**src/rtl/arb_mux_pkg.sv**
```systemverilog
// arb_mux_pkg: shared mode encodings and width helper for the arb_mux_n family
package arb_mux_pkg;
    localparam int MODE_SEL = 0;
    localparam int MODE_RR  = 1;

    function automatic int selw(input int n);
        return (n > 1) ? $clog2(n) : 1;
    endfunction
endpackage

```
**src/rtl/rr_arbiter.sv**
```systemverilog
// rr_arbiter: one-hot round-robin grant, searching upward from ptr+1 with wrap
module rr_arbiter
    import arb_mux_pkg::*;
#(
    parameter int N    = 4,
    parameter int SELW = selw(N)
) (
    input  logic [N-1:0]    req,
    input  logic [SELW-1:0] ptr,
    output logic [N-1:0]    gnt
);
    logic [N-1:0]   mask;
    logic [2*N-1:0] d;
    logic [2*N-1:0] iso;

    // low half holds requests above ptr, high half all requests; lowest set bit wins
    always_comb begin
        mask = {N{1'b1}} << (int'(ptr) + 1);
        d    = {req, req & mask};
        iso  = d & -d;
        gnt  = iso[N-1:0] | iso[2*N-1:N];
    end
endmodule

```
**src/rtl/arb_mux_n.sv**
```systemverilog
// arb_mux_n: N-input registered valid/ready mux, explicit select or round-robin
module arb_mux_n
    import arb_mux_pkg::*;
#(
    parameter int WIDTH = 32,
    parameter int N     = 4,
    parameter int MODE  = MODE_SEL,
    parameter int SELW  = selw(N)
) (
    input  logic               clk,
    input  logic               rst_n,
    input  logic [N-1:0]       in_valid,
    output logic [N-1:0]       in_ready,
    input  logic [N*WIDTH-1:0] in_data,
    input  logic [SELW-1:0]    sel,
    output logic               out_valid,
    input  logic               out_ready,
    output logic [WIDTH-1:0]   out_data,
    output logic [SELW-1:0]    out_id
);
    logic [N-1:0]    gnt;
    logic [SELW-1:0] idx;
    logic            free;
    logic            any;

    // rst_n gates free so in_ready drops the moment reset is asserted
    always_comb begin
        free = rst_n & (!out_valid | out_ready);
        any  = |gnt;
        idx  = '0;
        for (int i = 0; i < N; i++) if (gnt[i]) idx = SELW'(i);
        in_ready = gnt & {N{free}};
    end

    generate
        if (MODE == MODE_RR) begin : g_rr
            logic [SELW-1:0] ptr;
            logic            unused_sel;
            assign unused_sel = ^sel;
            rr_arbiter #(.N(N), .SELW(SELW)) u_arb (.req(in_valid), .ptr(ptr), .gnt(gnt));
            always_ff @(posedge clk or negedge rst_n)
                if (!rst_n) ptr <= SELW'(N - 1);
                else if (any && free) ptr <= idx;
        end else begin : g_sel
            always_comb for (int i = 0; i < N; i++) gnt[i] = in_valid[i] && (int'(sel) == i);
        end
    endgenerate

    always_ff @(posedge clk or negedge rst_n)
        if (!rst_n) begin
            out_valid <= 1'b0;
            out_data  <= '0;
            out_id    <= '0;
        end else if (free) begin
            out_valid <= any;
            if (any) begin
                out_data <= in_data[idx*WIDTH +: WIDTH];
                out_id   <= idx;
            end
        end
endmodule
```
**config.mk**
```make
export PLATFORM = sky130hd
export DESIGN_NAME = arb_mux_n
export DESIGN_NICKNAME = d
export VERILOG_FILES = /design/src/rtl/arb_mux_pkg.sv /design/src/rtl/rr_arbiter.sv /design/src/rtl/arb_mux_n.sv
export SDC_FILE = /design/constraint.sdc
export NUM_CORES = 1
export LEC_CHECK = 0
export CAP_MARGIN = 20
export CORE_UTILIZATION = 30
export CTS_CLUSTER_DIAMETER = 60
export DETAILED_ROUTE_END_ITERATION = 10
export PLACE_DENSITY = 0.78
export SYNTH_ARGS = -nofsm -noshare
export SYNTH_HDL_FRONTEND = slang
export SYNTH_SLANG_ARGS = --single-unit
```
**constraint.sdc**
```tcl
create_clock -name clk -period 1.21 [get_ports clk]
set_input_delay 0.242 -clock clk [delete_from_list [all_inputs] [get_ports clk]]
set_output_delay 0.242 -clock clk [all_outputs]
set_load 0.005 [all_outputs]
```
## After elaboration in Yosys (flattened, before gate mapping)

Cells that the tools add are included.

- Multiplexer cells: 3
- $lt $le $gt $ge: 0
- Reductions and logical operators: 8
- Shift operators: 1
- Multipliers: 0
- Div/mod/pow operators: 0
- Eq/ne operators: 3
- Bitwise gates (word level): 3
- Add/sub/neg operators: 0

Operators with widths:

| kind | count |
|---|---|
| 128-bit by 8-bit indexed part select with 32-bit output | 1 |
| 4-bit AND | 1 |
| 2-bit equality test, second input constant | 2 |
| 1-bit logical AND | 4 |
| 2-bit 2-to-1 mux | 2 |
| 4-bit OR reduction | 1 |
| 2-bit by 1-bit equality test with 1-bit output, second input constant | 1 |
| 2-bit zero test | 1 |
| 2-bit AND reduction | 1 |
| 1-bit AND | 1 |
| 1-bit zero test | 1 |
| 1-bit 2-to-1 mux | 1 |
| 1-bit bitwise OR | 1 |

- Memories kept: 0
- Input port bits: 137
- Bits in writable memories: 0
- Output and inout bits: 39
- Register bits: 35
- Latch bits: 0
- ROM bits: 0

## Longest topological paths before layout

Gate-level depths: netlist of the first run.

- Depth after elaboration: 6
- Mapped depth: 7
- Mapped depth without buffers: 4

## Worst setup path before layout of the first run

OpenSTA, ideal clock, no wires.

- Kind: input to register
- From: input in_valid[1]
- To: register out_id[1]
- Data required time: 1085 ps
- Path slack: -418 ps
- Buffers on the path: 3
- Cell stages on the path: 6
- Data arrival time: 1503 ps
- Cells stage by stage: buf_6 -> mux4_2 -> and3_1 -> clkbuf_1 -> buf_6 -> mux2_4

- Cells in the longest elaborated chain, start to end: 3

Ends and longest elaborated chain:

| element | line | source |
|---|---|---|
| start: declaration | arb_mux_n.sv:12 | `input logic [N-1:0] in_valid,` |
| 1-bit logical AND | arb_mux_n.sv:45 | `always_comb for (int i = 0; i < N; i++) gnt[i] = in_valid[i] && (int'(sel) == i);` |
| 4-bit OR reduction | arb_mux_n.sv:29 | `any = \|gnt;` |
| 2-bit AND reduction (no source line) | - |  |
| end signal: assignment | arb_mux_n.sv:58 | `out_id <= idx;` |
| end: declaration | arb_mux_n.sv:19 | `output logic [SELW-1:0] out_id` |

Every way passes these cells.
A chain may end at the register's enable or synchronous reset.

## Final worst setup path of the first run

- From: register out_valid
- To: output in_ready[0]

- Cells in the longest elaborated chain, start to end: 4

Ends and longest elaborated chain:

| element | line | source |
|---|---|---|
| start: declaration | arb_mux_n.sv:16 | `output logic out_valid,` |
| start signal: assignment | arb_mux_n.sv:55 | `out_valid <= any;` |
| 1-bit zero test | arb_mux_n.sv:28 | `free = rst_n & (!out_valid \| out_ready);` |
| 1-bit bitwise OR | arb_mux_n.sv:28 |  |
| 1-bit AND | arb_mux_n.sv:28 |  |
| 4-bit AND | arb_mux_n.sv:32 | `in_ready = gnt & {N{free}};` |
| end: declaration | arb_mux_n.sv:13 | `output logic [N-1:0] in_ready,` |

Every way passes these cells.

==> results of run 1 <==
-- stage by stage --
step / setup TNS [ns] / power (uW) / instance area (sq um) / worst slack (ns) / std cells
final: -7.51 / 5310 / 5300 / -0.309 / 663
after global routing: -9.79 / 5610 / 5300 / -0.369 / 663
after CTS: -6.78 / 5220 / 5230 / -0.248 / 659
after detailed placement: -37.39 / 3840 / 4700 / -1.01 / 624
after global placement: -35.02 / 3790 / 4700 / -0.951 / 624
after floorplan: -9.92 / 2460 / 2770 / -0.374 / 353
-- cells by family (layout without fill, tap and decap cells) --
| family | count (synthesis) | count (layout) | synth area share, % |
|---|---|---|---|
| AOI/OAI and AO/OA | 194 | 194 | 44.3 |
| and+or+nand+nor | 76 | 76 | 14.0 |
| muxes | 4 | 4 | 2.14 |
| DFF | 35 | 35 | 31.9 |
| buffers and inverters | 44 | 246 | 7.58 |
-- per-layer routing --
metal  track usage (%)  up-vias  wire [um]
li1                  -     1734          -
met1              29.3     1687       4810
met2              41.8      159       5690
met3              4.17       26        679
met4              9.39        0        295
met5                 0        -          0
-- layout by cell type (no fill, tap or decap), types with 2 or more instances in the layout --
cell type / netlist / layout
clkdlybuf4s15_1: 0 / 20
buf_2: 1 / 10
o2bb2ai_1: 32 / 32
a21boi_0: 32 / 31
dlygate4sd2_1: 0 / 15
nor2_1: 33 / 26
o21ai_1: 22 / 26
nor2_4: 0 / 4
a31oi_1: 32 / 27
a31oi_4: 0 / 4
nand2_1: 4 / 2
dfrtp_1: 35 / 35
and3_1: 33 / 32
clkdlybuf4s50_1: 0 / 128
a21oi_1: 32 / 32
nor2_2: 0 / 3
buf_4: 1 / 43
buf_12: 0 / 5
buf_6: 5 / 11
o21ai_0: 42 / 38
clkbuf_8: 0 / 6
buf_16: 0 / 4
-- report_power, final --
| part | total (uW) | leakage [uW] | switching (uW) | internal (uW) |
|---|---|---|---|---|
| registers | 1660 | 0.000390 | 182 | 1480 |
| logic | 2530 | 0.00169 | 1010 | 1520 |
| clock network | 1120 | 0.0000612 | 452 | 667 |
| total | 5310 | 0.00214 | 1640 | 3670 |
-- area by class of cell --
cell class / count / area, sq um
multi-input combinational: 274 / 1840
timing repair buffer: 237 / 2330
fill: 764 / 3460
inverter: 1 / 3.75
tap: 108 / 135
clock buffer: 6 / 82.6
clock inverter: 2 / 35.0
sequential: 35 / 876
-- how the worst min path moves through the flow --
| stage | slack, ns | to | from | cells after the start |
|---|---|---|---|---|
| after floorplan | -0.05 | out_data[0] | rst_n | 0 |
| after global placement | 0.24 | out_valid | rst_n | 2 |
| after detailed placement | 0.25 | out_data[7] | rst_n | 2 |
| after CTS | 0.1 | out_data[17] | rst_n | 2 |
| after global routing | 0.13 | out_data[17] | rst_n | 2 |
| final | 0.11 | out_data[16] | rst_n | 2 |
-- sequential cells by signal, summed over array words and instances (netlist names) --
name and cells:
out_id 2, out_data 32, out_valid 1
-- repair_timing --
item | CTS | global route
resized for setup | 121 | 24
endpoints found under the hold margin | 4 | 0
hold buffers | 1 | 0
gates cloned | 4 | 0
endpoints found under the setup margin | 74 | 62
setup buffers | 23 | 4
pin swaps | 10 | 0
-- critical path, stage by stage, from the launching register on --
cell and delay (ns):
dfrtp_1 0.41, nand2b_4 0.11, nand2_4 0.08, nor4b_4 0.22
buf_2 0.17
==> impl_metrics.py, run 1 <==
metrics = {
    "logic_synthesis": {
        "synth_area_leader_cell": "dfrtp_1",
        "synth_area_sq_um": 2740,
        "synth_edf_count": 0,
        "synth_area_leaders": "dfrtp_1 32%, o2bb2ai_1 10%, a21boi_0 8.8%, o21ai_0 7.7%, and3_1 7.5%",
        "synth_area_per_cell_sq_um": 7.77,
        "synth_nets": 490,
        "synth_common_cells": "42 x o21ai_0, 36 x clkbuf_1, 35 x dfrtp_1",
        "ys.flop_type": "dfrtp_1",
        "postSynthCellCount": 353,
        "ys_types": 27,
        "ys_ff_latch": 35,
        "synth_top_area_share_pct": 31.9,
        "yosysMostFrequentCell": "o21ai_0",
        "ys.warnings.count": 0,
        "ys_seq_area_share_pct": 31.9,
        "synthArstFlopShare_pct": 100,
    },
    "power": {
        "p_per_area_nw_per_um2": 1000,
        "p_leak_uw": 0.00214,
        "ir_worst_vdd_uv": 482,
    },
    "route": {
        "viasPerCell": 5.44,
        "dr.pass1.iters": 4,
        "drt.antenna.violating_nets": 0,
        "via_count": 3606,
        "remaining_drc_errors": 0,
        "routedWlPerCell_um": 17.3,
        "wl_mm": 11.5,
        "drt_iter0_drc": 165,
    },
    "timing": {
        "finClkSkew_ns": 0.00313,
        "fin_crit_ns": 1.52,
        "finalSetupViolCount": 39,
        "slew_viol_final": 0,
        "fin_hold_ws_ns": 0.109,
        "finalCritPeriodShare_pct": 126,
        "grt_setup_unrepaired": "yes",
        "tightest_slew_ns": 0.402,
        "hold_viol": 0,
        "fin_ws_ns": -0.309,
        "fmax_ghz": 0.658,
        "relSlewSlack_pct": 73.2,
    },
    "clocking": {
        "clock_latency_ns": 0.29,
        "root_buffer": "clkbuf_8",
        "cts_buffers": 5,
        "path_clk_slew_ns": 0.08,
        "cts.sinks": 35,
        "cts_tree": "done",
        "clk_path_buf_depth": 2,
        "htreeDepth": 2,
    },
    "finish": {
        "n_antenna_cell": 0,
        "final_core_util_pct": 60.5,
        "final_nets": 691,
        "area_growth_pct": 93.5,
        "layout-drive-gt1-share_pct": 19.1,
    },
    "floorplan": {
        "io_pins": 176,
        "fp.coreArea_sq_um": 8760,
        "die_w_um": 97.6,
        "die_y_um": 97.6,
        "die_area_sq_um": 9520,
        "start_util_pct": 31.3,
        "rows": 34,
    },
    "worst_setup_path": {
        "worst_setup_path_start_kind": "flip-flop",
        "endpoint": "in_ready[0]",
        "critical_path_arrival_ns": 1.28,
        "crit_start": "out_valid",
        "cp.required_ns": 0.97,
        "r2r_setup_slack_ns": -0.24,
        "end_kind": "primary output",
        "ff2ff_path_depth": 7,
        "r2r_start": "out_valid",
        "path_max_fanout": 3,
        "crit_type": "reg2out",
        "r2r_end": "out_data[23]",
    },
    "global_routing": {
        "grt_pass1_vias": 3727,
        "grt-ovfl-total": 0,
        "antenna_found_initial": 0,
        "grt_usage_pct": 24.0,
        "grt_max_degree": 51,
        "grt_pass1_wl_mm": 18.4,
    },
    "place": {
        "portBuffers": 175,
        "place.gp.congestion": 0.819,
        "hpwl_mm": 7.99,
    },
    "min_path": {
        "worstHoldPathType": "in2async",
    },
    "outcome": {
        "violations": "setup timing",
        "outcome": "complete, but fails checks",
    },
    "run": {
        "cap_violations": 0,
    },
}
(Power assumes the default switching activity.)
==> run 2: changes to the inputs <==
--- a/config.mk
+++ b/config.mk
@@ -5,11 +5,11 @@
 export SDC_FILE = /design/constraint.sdc
 export NUM_CORES = 1
 export LEC_CHECK = 0
-export CAP_MARGIN = 20
-export CORE_UTILIZATION = 30
+export ABC_AREA = 1
+export CORE_UTILIZATION = 34
 export CTS_CLUSTER_DIAMETER = 60
 export DETAILED_ROUTE_END_ITERATION = 10
-export PLACE_DENSITY = 0.78
+export PLACE_DENSITY = 0.84
 export SYNTH_ARGS = -nofsm -noshare
 export SYNTH_HDL_FRONTEND = slang
 export SYNTH_SLANG_ARGS = --single-unit
==> impl_metrics.py, run 2 <==
metrics = {
    "timing": {
        "fin_crit_ns": 1.50,
        "fin_ws_ns": -0.291,
        "tightest_slew_ns": 0.452,
        "relSlewSlack_pct": 69.8,
        "finClkSkew_ns": 0.00461,
        "grt_setup_unrepaired": "yes",
        "finalSetupViolCount": 39,
        "slew_viol_final": 0,
        "fmax_ghz": 0.666,
        "finalCritPeriodShare_pct": 124,
        "hold_viol": 0,
    },
    "worst_setup_path": {
        "r2r_start": "out_valid",
        "path_max_fanout": 4,
        "cp.required_ns": 0.97,
        "worst_setup_path_start_kind": "primary input",
        "ff2ff_path_depth": 8,
        "crit_type": "in2out",
        "r2r_end": "out_data[9]",
        "critical_path_arrival_ns": 1.26,
        "crit_start": "out_ready",
        "r2r_setup_slack_ns": -0.25,
        "endpoint": "in_ready[2]",
        "end_kind": "primary output",
    },
    "place": {
        "place_inst": 810,
        "place_area_sq_um": 4860,
        "place.gp.congestion": 0.844,
        "portBuffers": 175,
        "hpwl_mm": 7.79,
        "preCtsSetupSlack_ns": -0.688,
    },
    "logic_synthesis": {
        "ys_seq_area_share_pct": 30.2,
        "ys_types": 12,
        "synth_edf_count": 0,
        "synth_area_sq_um": 2900,
        "synth_area_leader_cell": "nand2_1",
        "synth_common_cells": "234 x nand2_1, 99 x inv_1, 69 x nor2_1",
        "synth_top_area_share_pct": 30.3,
        "synthArstFlopShare_pct": 100,
        "synth_area_leaders": "nand2_1 30%, dfrtp_1 30%, inv_1 13%, nand3_1 11%, nor2_1 8.9%",
        "postSynthCellCount": 539,
        "ys.flop_type": "dfrtp_1",
        "ys.warnings.count": 0,
        "synth_nets": 676,
        "ys_ff_latch": 35,
        "yosysMostFrequentCell": "nand2_1",
        "synth_area_per_cell_sq_um": 5.38,
    },
    "floorplan": {
        "die_y_um": 94.3,
        "die_w_um": 94.3,
        "fp.coreArea_sq_um": 8220,
        "start_util_pct": 35.3,
        "io_pins": 176,
        "rows": 33,
        "die_area_sq_um": 8900,
    },
    "clocking": {
        "cts_tree": "done",
        "cts.sinks": 35,
        "htreeDepth": 2,
        "cts_buffers": 5,
        "root_buffer": "clkbuf_8",
        "clock_latency_ns": 0.28,
        "clk_path_buf_depth": 2,
        "path_clk_slew_ns": 0.07,
    },
    "power": {
        "p_per_area_nw_per_um2": 902,
        "p_leak_uw": 0.00306,
        "power.total_uw": 4960,
        "ir_worst_vdd_uv": 496,
    },
    "route": {
        "viasPerCell": 4.82,
        "dr.pass1.iters": 5,
        "drt.antenna.violating_nets": 0,
        "via_count": 4095,
        "routedWlPerCell_um": 14.9,
        "wl_mm": 12.6,
        "drt_iter0_drc": 238,
        "remaining_drc_errors": 0,
    },
    "finish": {
        "final_cell_count_no_fill": 849,
        "largestRegisters": "out_data: 32 flops, out_id: 2 flops, out_valid: 1 flops",
        "n_fill_cell": 692,
        "layout-drive-gt1-share_pct": 15.1,
        "final_common_cell": "nand2_1",
        "fin_area_sq_um": 5510,
        "mostFrequentLayoutCells": "202 x nand2_1, 130 x clkdlybuf4s50_1, 97 x inv_1, 66 x nor2_1, 63 x nand3_1",
        "final_core_util_pct": 67.0,
        "regMostFlops": "out_data",
        "largest_reg_flops": 32,
        "area_growth_pct": 89.9,
        "final_nets": 880,
        "n_antenna_cell": 0,
    },
    "outcome": {
        "violations": "setup timing",
        "outcome": "complete, but fails checks",
    },
    "global_routing": {
        "grt_max_degree": 36,
        "antenna_found_initial": 0,
        "grt_usage_pct": 27.8,
        "grt_pass1_wl_mm": 18.7,
        "grt_pass1_vias": 3915,
        "grt-ovfl-total": 0,
    },
    "min_path": {
        "worstHoldPathType": "in2async",
    },
    "run": {
        "cap_violations": 0,
    },
}
[run 2: final cells by class]
cell class	count	area (sq um)	area share [%]
Timing Repair Buffer	226	2340	42.5
Multi-Input combinational cell	374	1690	30.7
Sequential cell	35	876	15.9
Inverter	101	384	6.98
Tap cell	105	131	2.39
Clock buffer	5	68.8	1.25
Clock inverter	3	15.0	0.273
[run 2: layer usage]
| metal | global-route usage [%] | vias to the layer above | wire length [um] |
|---|---|---|---|
| met4 | 12.9 | 0 | 496 |
| met3 | 4.91 | 40 | 1030 |
| met1 | 30.8 | 1862 | 4820 |
| met2 | 51.1 | 214 | 6280 |
| met5 | 0 | - | 0 |
| li1 | - | 1979 | - |
[run 2: critical path, cell delays in order]
cell and delay [ns]:
clkdlybuf4s50_1 0.47, o21a_1 0.19, inv_2 0.09, nor2_1 0.13, buf_2 0.14
[run 2: how the worst min path moves through the flow]
stage	startpoint	endpoint	cells after the start
after floorplan	rst_n	out_data[0]	0
after global placement	rst_n	out_data[14]	2
after detailed placement	rst_n	out_data[10]	2
after CTS	rst_n	out_data[14]	2
after global routing	rst_n	out_data[8]	2
final	rst_n	out_data[10]	2
[run 2: cell families (layout without fill, tap and decap cells)]
| group | count (synthesis) | after routing | share of synthesized area (%) |
|---|---|---|---|
| AO/OA/AOI/OAI | 3 | 3 | 0.734 |
| flip-flops | 35 | 35 | 30.2 |
| AND/OR/NAND/NOR | 371 | 371 | 51.3 |
| buffers and inverters | 130 | 335 | 17.7 |
[run 2: what timing repair did]
action                                  CTS  global route
endpoints found under the setup margin   74            58
setup buffers                            10            14
pin swaps                                26             8
resized for setup                       112            28
gates cloned                             10             0
hold buffers                              0             0
[run 2: power breakdown]
| group | leakage (uW) | switching (uW) | internal [uW] |
|---|---|---|---|
| logic | 0.00257 | 1080 | 1400 |
| registers | 0.000439 | 173 | 1480 |
| clock network | 0.0000477 | 425 | 394 |
[run 2: stage by stage]
step                      setup TNS, ns  hold slack, ns
after global placement           -21.33           0.347
after CTS                         -8.51          0.0513
after detailed placement         -23.73           0.362
final                             -8.67          0.0286
after global routing             -11.20          0.0733
after floorplan                  -0.305         -0.0536
